[src/rtl/utf8_stream_decoder.sv]
// Streaming UTF-8 to code-point decoder with a small registered output FIFO.
// Malformed, overlong and non-Unicode sequences are flagged per entry rather than dropped.
module utf8_stream_decoder #(
  parameter int DEPTH   = 4,
  parameter int LEGACY  = 0,
  parameter int REPLACE = 0
) (
  input  logic                       clk,
  input  logic                       rst_n,
  input  logic [7:0]                 in_byte,
  input  logic                       in_valid,
  output logic                       in_ready,
  input  logic                       flush,
  output logic [30:0]                out_cp,
  output logic [2:0]                 out_err,
  output logic                       out_valid,
  input  logic                       out_ready,
  output logic [$clog2(DEPTH):0]     fifo_count
);
  localparam int AW = $clog2(DEPTH);
  localparam int CW = AW + 1;
  localparam int unsigned RDY_MAX_I = DEPTH - 2;
  localparam logic [CW-1:0] RDY_MAX = CW'(RDY_MAX_I);

  typedef enum logic {IDLE, CONT} state_t;
  typedef struct packed {
    logic [30:0] cp;
    logic [2:0]  err;
  } entry_t;

  state_t        state, st_n;
  logic [2:0]    rem, rem_n, len, len_n;
  logic [30:0]   acc, acc_n, acc_sh, min_cp;
  entry_t        mem [DEPTH];
  logic [AW-1:0] wr_ptr, rd_ptr;
  logic [CW-1:0] count;
  entry_t        ea, eb, head;
  logic          va, vb, take, flush_go, pop, cont_mode, overlong, nonuni;

  // Ready needs room for the worst case of two pushes in one cycle.
  assign in_ready   = (count <= RDY_MAX);
  assign take       = in_valid & in_ready;
  assign flush_go   = flush & in_ready;
  assign out_valid  = (count != '0);
  assign pop        = out_valid & out_ready;
  assign fifo_count = count;

  assign head    = mem[rd_ptr];
  assign out_err = head.err;
  assign out_cp  = (REPLACE != 0 && head.err != 3'b000) ? 31'h00FFFD : head.cp;

  assign acc_sh   = {acc[24:0], in_byte[5:0]};
  assign overlong = (acc_sh < min_cp);
  assign nonuni   = (acc_sh >= 31'h00D800 && acc_sh <= 31'h00DFFF) || (acc_sh > 31'h10FFFF);

  always_comb begin
    case (len)
      3'd2:    min_cp = 31'h0000080;
      3'd3:    min_cp = 31'h0000800;
      3'd4:    min_cp = 31'h0010000;
      3'd5:    min_cp = 31'h0200000;
      3'd6:    min_cp = 31'h4000000;
      default: min_cp = 31'h0;
    endcase
  end

  // Slot a carries an aborted partial sequence, slot b the decode of the current byte.
  always_comb begin
    st_n      = state;
    rem_n     = rem;
    len_n     = len;
    acc_n     = acc;
    va        = 1'b0;
    vb        = 1'b0;
    ea        = '0;
    eb        = '0;
    cont_mode = (state == CONT);
    if (flush_go && cont_mode) begin
      va        = 1'b1;
      ea        = '{cp: acc, err: 3'b001};
      cont_mode = 1'b0;
      st_n      = IDLE;
      rem_n     = '0;
      acc_n     = '0;
    end
    if (take) begin
      if (cont_mode && in_byte[7:6] == 2'b10) begin
        acc_n = acc_sh;
        rem_n = rem - 3'd1;
        if (rem == 3'd1) begin
          vb    = 1'b1;
          eb    = '{cp: acc_sh, err: {nonuni, overlong, 1'b0}};
          st_n  = IDLE;
          acc_n = '0;
        end
      end else begin
        if (cont_mode) begin
          va    = 1'b1;
          ea    = '{cp: acc, err: 3'b001};
          st_n  = IDLE;
          rem_n = '0;
          acc_n = '0;
        end
        if (!in_byte[7]) begin
          vb = 1'b1;
          eb = '{cp: 31'(in_byte), err: 3'b000};
        end else if (in_byte[7:5] == 3'b110) begin
          st_n = CONT; rem_n = 3'd1; len_n = 3'd2; acc_n = 31'(in_byte[4:0]);
        end else if (in_byte[7:4] == 4'b1110) begin
          st_n = CONT; rem_n = 3'd2; len_n = 3'd3; acc_n = 31'(in_byte[3:0]);
        end else if (in_byte[7:3] == 5'b11110) begin
          st_n = CONT; rem_n = 3'd3; len_n = 3'd4; acc_n = 31'(in_byte[2:0]);
        end else if (LEGACY != 0 && in_byte[7:2] == 6'b111110) begin
          st_n = CONT; rem_n = 3'd4; len_n = 3'd5; acc_n = 31'(in_byte[1:0]);
        end else if (LEGACY != 0 && in_byte[7:1] == 7'b1111110) begin
          st_n = CONT; rem_n = 3'd5; len_n = 3'd6; acc_n = 31'(in_byte[0]);
        end else begin
          vb = 1'b1;
          eb = '{cp: 31'(in_byte), err: 3'b001};
        end
      end
    end
  end

  always_ff @(posedge clk or negedge rst_n) begin
    if (!rst_n) begin
      state  <= IDLE;
      rem    <= '0;
      len    <= '0;
      acc    <= '0;
      wr_ptr <= '0;
      rd_ptr <= '0;
      count  <= '0;
      for (int i = 0; i < DEPTH; i++) mem[i] <= '0;
    end else begin
      state <= st_n;
      rem   <= rem_n;
      len   <= len_n;
      acc   <= acc_n;
      if (va) mem[wr_ptr] <= ea;
      if (vb) mem[va ? wr_ptr + AW'(1) : wr_ptr] <= eb;
      wr_ptr <= wr_ptr + AW'(va) + AW'(vb);
      if (pop) rd_ptr <= rd_ptr + AW'(1);
      count <= count + CW'(va) + CW'(vb) - CW'(pop);
    end
  end
endmodule
[config.mk]
export PLATFORM = sky130hd
export DESIGN_NAME = utf8_stream_decoder
export DESIGN_NICKNAME = d
export VERILOG_FILES = /design/src/rtl/utf8_stream_decoder.sv
export SDC_FILE = /design/constraint.sdc
export NUM_CORES = 1
export LEC_CHECK = 0
export BUFFER_PORTS_ARGS = -buffer_cell sky130_fd_sc_hd__buf_2
export CORE_MARGIN = 2
export CORE_UTILIZATION = 40
export DETAILED_ROUTE_END_ITERATION = 10
export PLACE_DENSITY = 0.54
export SLEW_MARGIN = 20
export SYNTH_ARGS = -nofsm -noshare
export SYNTH_HDL_FRONTEND = slang
export SYNTH_SLANG_ARGS = --single-unit
[constraint.sdc]
create_clock -name clk -period 4.41 [get_ports clk]
set_clock_uncertainty 0.15 [all_clocks]
set_input_delay 0.882 -clock clk [delete_from_list [all_inputs] [get_ports clk]]
set_output_delay 0.882 -clock clk [all_outputs]
set_load 0.01 [all_outputs]
After elaboration in Yosys (flattened, before gate mapping)
Index checks and enable logic that the tools add are counted.
{"block": "totals", "register_bits": 181, "out_inout_bits": 39, "wordCells": 122}
{"block": "op_classes", "n_addsub": 8, "magnitude_cmp": 10, "n_eq_ne": 10, "mux": 63, "bitwise": 7, "n_reduce_logical": 9}
{"operator": "two-way mux 34 bit", "count": 11}
{"operator": "two-way mux 31 bit", "count": 9}
{"operator": "bitwise mux 136 bit", "count": 2}
{"operator": "two-way mux 136 bit", "count": 2}
{"operator": "demux 34 bit (select 2 bit)", "count": 2}
{"operator": "one-hot mux 27 bit (5 select lines)", "count": 1}
{"operator": "binary-select mux 34 bit (select 2 bit)", "count": 1}
{"operator": "two-way mux 11 bit", "count": 4}
{"operator": "two-way mux 3 bit", "count": 11}
{"operator": "greater-or-equal comparator 31 x 16 -> 1 bit (second input constant)", "count": 1}
{"operator": "> comparator 31 x 21 -> 1 bit (second input constant)", "count": 1}
{"operator": "less-or-equal comparator 31 x 16 -> 1 bit (second input constant)", "count": 1}
{"operator": "< comparator 31 bit", "count": 1}
{"operator": "two-way mux 1 bit", "count": 19}
{"operator": "== test 3 bit (second input constant)", "count": 4}
{"operator": "greater-or-equal comparator 3 bit (second input constant)", "count": 3}
{"operator": "inverter 2 -> 3 bit", "count": 3}
{"operator": "adder 3 x 1 -> 3 bit", "count": 2}
{"operator": "== test 3 x 2 -> 1 bit (second input constant)", "count": 2}
{"operator": "< comparator 3 x 1 -> 1 bit (second input constant)", "count": 2}
{"operator": "nonzero test 3 bit", "count": 2}
{"operator": "== test 5 bit (second input constant)", "count": 1}
{"operator": "logical AND 1 bit", "count": 5}
{"operator": "adder 2 x 1 -> 2 bit", "count": 2}
{"operator": "12 further kinds", "count": 15}

Longest topological paths before layout
{"block": "depth", "ltp_word": 15, "ltp_mapped": 10, "depth_no_buf": 10}

Worst setup path after synthesis
No wires, ideal clock.
{"block": "synth_path", "kind": "input port to flip-flop", "start": "input port in_byte[6]", "end": "register count[2], in the netlist fifo_count[2]", "arrival_time_ns": 2.605, "required_time_ns": 4.137, "setup_slack_ns": 1.532, "path_stages": 9, "path_buffers": 1, "path_cell_list": "nand2b_1 -> a21o_1 -> buf_2 -> nand3_1 -> ha_1 -> inv_1 -> fa_1 -> fa_1 -> xnor2_1"}
{"block": "synth_between", "elab_chain_len": 9, "elab_cells_between_ends": 16}
{"element": "start, declared", "line": "10", "rtl": "input logic [7:0] in_byte,"}
{"element": "== test 5 bit", "line": "111", "rtl": "end else if (in_byte[7:3] == 5'b11110) begin"}
{"element": "two-way mux 1 bit", "line": "111"}
{"element": "two-way mux 1 bit", "line": "109", "rtl": "end else if (in_byte[7:4] == 4'b1110) begin"}
{"element": "two-way mux 1 bit", "line": "107", "rtl": "end else if (in_byte[7:5] == 3'b110) begin"}
{"element": "two-way mux 1 bit", "line": "104", "rtl": "if (!in_byte[7]) begin"}
{"element": "two-way mux 1 bit", "line": "87", "rtl": "if (cont_mode && in_byte[7:6] == 2'b10) begin"}
{"element": "two-way mux 1 bit", "line": "86", "rtl": "if (take) begin"}
{"element": "adder 3 x 1 -> 3 bit (*)", "line": "144", "rtl": "count <= count + CW'(va) + CW'(vb) - CW'(pop);"}
{"element": "subtractor 3 x 1 -> 3 bit (*)", "line": "144"}
{"element": "end signal, assigned", "line": "144"}
{"element": "end, declared", "line": "36", "rtl": "logic [CW-1:0] count;"}
Every way passes the cells marked *; elsewhere a longest branch is shown, timed or not.
A chain may end at the register's enable or synchronous reset.

Worst setup path after layout
{"block": "layout_path", "start": "register rd_ptr[0]", "end": "output port out_err[1]"}
{"block": "layout_between", "elab_chain_len": 4}
{"element": "start, declared", "line": "35", "rtl": "logic [AW-1:0] wr_ptr, rd_ptr;"}
{"element": "start signal, assigned", "line": "143", "rtl": "if (pop) rd_ptr <= rd_ptr + AW'(1);"}
{"element": "inverter 2 -> 3 bit (not written as such)", "line": "48", "rtl": "assign head = mem[rd_ptr];"}
{"element": "binary-select mux 34 bit (select 2 bit)", "line": "48"}
{"element": "two-way mux 34 bit (not written as such) (2 in a row)", "line": "48"}
{"element": "end, declared", "line": "15", "rtl": "output logic [2:0] out_err,"}
Every way passes these cells. The select of a mux whose other input is x is not followed.

==> results.ini <==
[final_layout]
layout_commonest_cell = sky130_fd_sc_hd__mux2i_1
post-route-cell-area_um2 = 11100
design.final.nets = 843
final_cell_mix = 237 x sky130_fd_sc_hd__mux2i_1, 180 x sky130_fd_sc_hd__dfrtp_1, 50 x sky130_fd_sc_hd__nand2_1, 50 x sky130_fd_sc_hd__buf_2, 34 x sky130_fd_sc_hd__mux4_2
layout-drive-gt1-share = 0.226
synthToLayoutAreaGrowth_pct = 12.2
antenna-diode-count = 0
fillers = 2209

[global_routing]
global_route_track_usage_on_met3 = 0.0383
via_count_of_the_first_global_routing_pass = 7345
grt_first_pass_wirelength_mm = 43.4
antenna_found_initial = 0
grt_max_degree = 100
groute.layer.met1.usage = 0.297
met2_track_demand_over_resource_in_global_routing = 0.365
busiest_layer = met2
globalRoute.totalOverflow = 0
grt_use_total = 0.218

[placed_design]
detailed_place_hpwl_mm = 17.6
port_buffers = 51
detailed_place.area_um2 = 10500
finalWeightedCongestion = 0.791

[timing]
setup-violations-final = 0
slew_headroom = 0.357
max_freq_mhz = 295
rsz0062_at_grt = no
timing.final.crit_share = 0.770
time_the_final_worst_path_needs_with_i_o_delays_and_setup_ns = 3.40
fin_setup_tns_ns = 0
finalHoldViolations = 0
max_slew.worst_pin.slew_ns = 0.952
report.final.slew_viol_count = 0

[min_path]
hp-class = input pin to asynchronous set/reset pin

[die]
floorplan.initialDensity = 0.407
fp-row-count = 57
floorplan.core_area_um2 = 24300
die_y_um = 161
pin_count = 52
dieWidth_um = 161
die_outline_area_um2 = 26000

[logic_synthesis]
synth_edf_count = 0
synth_warnings = 0
share_of_synthesized_area_occupied_by_flip_flops_and_latches = 0.458
synth_cell_types = 63
async_reset_ff_frac = 1.00
synth_nets = 815
yosys_most_used_dff = sky130_fd_sc_hd__dfrtp_1
synthesis.area_per_instance_um2 = 12.6
post_synth_instance_area_um2 = 9890
postSynthCellCount = 787
ys_ff_latch = 181

[cts]
path_clk_slew_ns = 0.08
ctsRootBufferMaster = sky130_fd_sc_hd__clkbuf_16
tritoncts = done
ctsHoldBuffers = 0
post_cts_resized = 0
clk-insertion-delay-late_ns = 0.44
h_tree_depth = 4
tritoncts_num_sinks = 181
clock_tree.buffer_depth = 2
post-cts-setup-buffer-count = 0
cts_buffers = 17

[status]
outcome = finished clean

[worst_setup_path]
worst_setup_path_end_kind = output port
max_fo_critical_path = 20
startpoint_type = register
critical_path_buf_inv_count = 2
critical_path.top_delay_family = flip-flops
cp.depth = 3
worstSetupPathType = register to output port
critPathMaxStageDelay_ns = 0.86
timing.reg2reg.worst_path_depth = 8
worst_ep_arrival_time_ns = 2.36
critPathRequiredTime_ns = 3.38
ordered_cell_list_for_the_critical_path = buf_12 > mux4_2 > buf_2
highest_delay_cell_along_the_critical_path = sky130_fd_sc_hd__dfrtp_2

[detailed_routing]
antenna_left = 0
dr.pass1.iters = 4
drcViolationCount = 0
finalWirelength_mm = 26.9
detailroute.via_count = 6655
post_drt_via_cell_ratio = 5.78
wire_per_inst_um = 23.3
detail_route.iter0.violations = 441

[run]
max_cap_violations = 0

[pwr]
vdd_drop_max_mv = 0.293
overall_power_mw = 5.39
power-per-cell-area_nw_per_um2 = 486
power.static_leakage_nw = 5.91

through the flow:
| stage | hold slack (ns) | utilization | instances | setup WS [ns] |
|---|---|---|---|---|
| 2_1_floorplan | 0.342 | - | 787 | 1.53 |
| 3_3_place_gp | 0.357 | 0.432 | 1120 | 1.22 |
| 3_5_place_dp | 0.372 | 0.432 | 1120 | 1.16 |
| 4_1_cts | 0.384 | 0.456 | 1152 | 0.957 |
| 5_1_grt | 0.394 | 0.456 | 1152 | 0.881 |
| 6_report | 0.367 | 0.456 | 1152 | 1.01 |
flip-flops by register name (all words and copies together) (netlist names):
register	flops
rem	3
mem	136
wr_ptr	2
fifo_count	3
rd_ptr	2
acc	31
state	1
len	3
report_power, final:
part / internal [mW] / switching [mW] / total [mW]
Combinational: 0.757 / 0.863 / 1.62
Sequential: 1.88 / 0.306 / 2.19
Clock: 0.826 / 0.756 / 1.58
Total: 3.47 / 1.92 / 5.39
metal layers:
| metal | routed length (um) | share of wire |
|---|---|---|
| met4 | 376 | 0.014 |
| met1 | 12000 | 0.45 |
| met5 | 0 | 0 |
| met3 | 1060 | 0.040 |
| met2 | 13400 | 0.50 |
worst reg2reg max path, delay by kind of cell (launching register included):
| family | cells | cell delay (ns) |
|---|---|---|
| AND/OR/NAND/NOR | 3 | 0.83 |
| AO/OA/AOI/OAI | 1 | 0.65 |
| buffers and inverters | 2 | 0.44 |
| flip-flops | 1 | 0.41 |
| multiplexers | 1 | 0.22 |
| adder cells (fa/ha/maj) | 1 | 0.17 |
final timing paths:
| check | start | endpoint | slack (ns) |
|---|---|---|---|
| max | rd_ptr[0] | out_err[1] | 1.01 |
| min | rst_n | mem[111] | 0.37 |
| max reg2reg | rem[1] | mem[70] | 1.47 |
| min reg2reg | mem[103] | mem[103] | 0.39 |
| max in group asynchronous | rst_n | mem[15] | 2.70 |
| min in group clk | mem[103] | mem[103] | 0.39 |
cell type report:
type,count,area (um2),share of cell area
multi-input cells,522,4970,0.448
flip-flops and latches,181,4530,0.408
repair buffers,78,539,0.0486
clock buffers,18,439,0.0396
well taps,324,405,0.0365
clock inverters,14,155,0.0140
inverters,15,56.3,0.00507
cells in the mapped netlist (2+ instances only):
cell type	number	area (um2)
sky130_fd_sc_hd__a21boi_0	2	15.0
sky130_fd_sc_hd__a21o_1	2	15.0
sky130_fd_sc_hd__a21oi_1	4	20.0
sky130_fd_sc_hd__a21oi_2	2	17.5
sky130_fd_sc_hd__a22o_1	6	52.6
sky130_fd_sc_hd__a22oi_1	26	195
sky130_fd_sc_hd__a311oi_2	2	30.0
sky130_fd_sc_hd__and2_1	3	18.8
sky130_fd_sc_hd__buf_1	2	7.51
sky130_fd_sc_hd__buf_2	20	100
sky130_fd_sc_hd__buf_6	12	135
sky130_fd_sc_hd__clkbuf_1	35	131
sky130_fd_sc_hd__dfrtp_1	181	4530
sky130_fd_sc_hd__fa_1	3	60.1
sky130_fd_sc_hd__ha_1	12	150
sky130_fd_sc_hd__inv_1	14	52.6
sky130_fd_sc_hd__mux2_2	24	270
sky130_fd_sc_hd__mux2i_1	237	2370
sky130_fd_sc_hd__mux4_2	34	766
sky130_fd_sc_hd__nand2_1	50	188
sky130_fd_sc_hd__nand2b_1	4	25.0
sky130_fd_sc_hd__nand3_1	9	45.0
sky130_fd_sc_hd__nand3b_1	2	15.0
sky130_fd_sc_hd__nand4_1	6	37.5
sky130_fd_sc_hd__nor2_1	32	120
sky130_fd_sc_hd__nor2b_1	6	37.5
sky130_fd_sc_hd__nor4_1	6	37.5
sky130_fd_sc_hd__o21ai_0	4	20.0
sky130_fd_sc_hd__o21ai_2	3	26.3
sky130_fd_sc_hd__o2bb2ai_1	3	26.3
sky130_fd_sc_hd__o311ai_0	2	17.5
sky130_fd_sc_hd__o41ai_1	2	17.5
sky130_fd_sc_hd__or3_1	5	31.3
sky130_fd_sc_hd__xnor2_1	3	26.3
cell families (layout without fill, tap and decap cells):
family	after synthesis	in the layout	share of synthesized area
compound gates	72	72	0.0579
simple gates	136	136	0.0711
mux	295	295	0.345
flops	181	181	0.458
buf+inv	84	125	0.0435
xor+xnor	4	4	0.00354
fa+ha+maj	15	15	0.0213
Power figures use the tool's default switching activity.
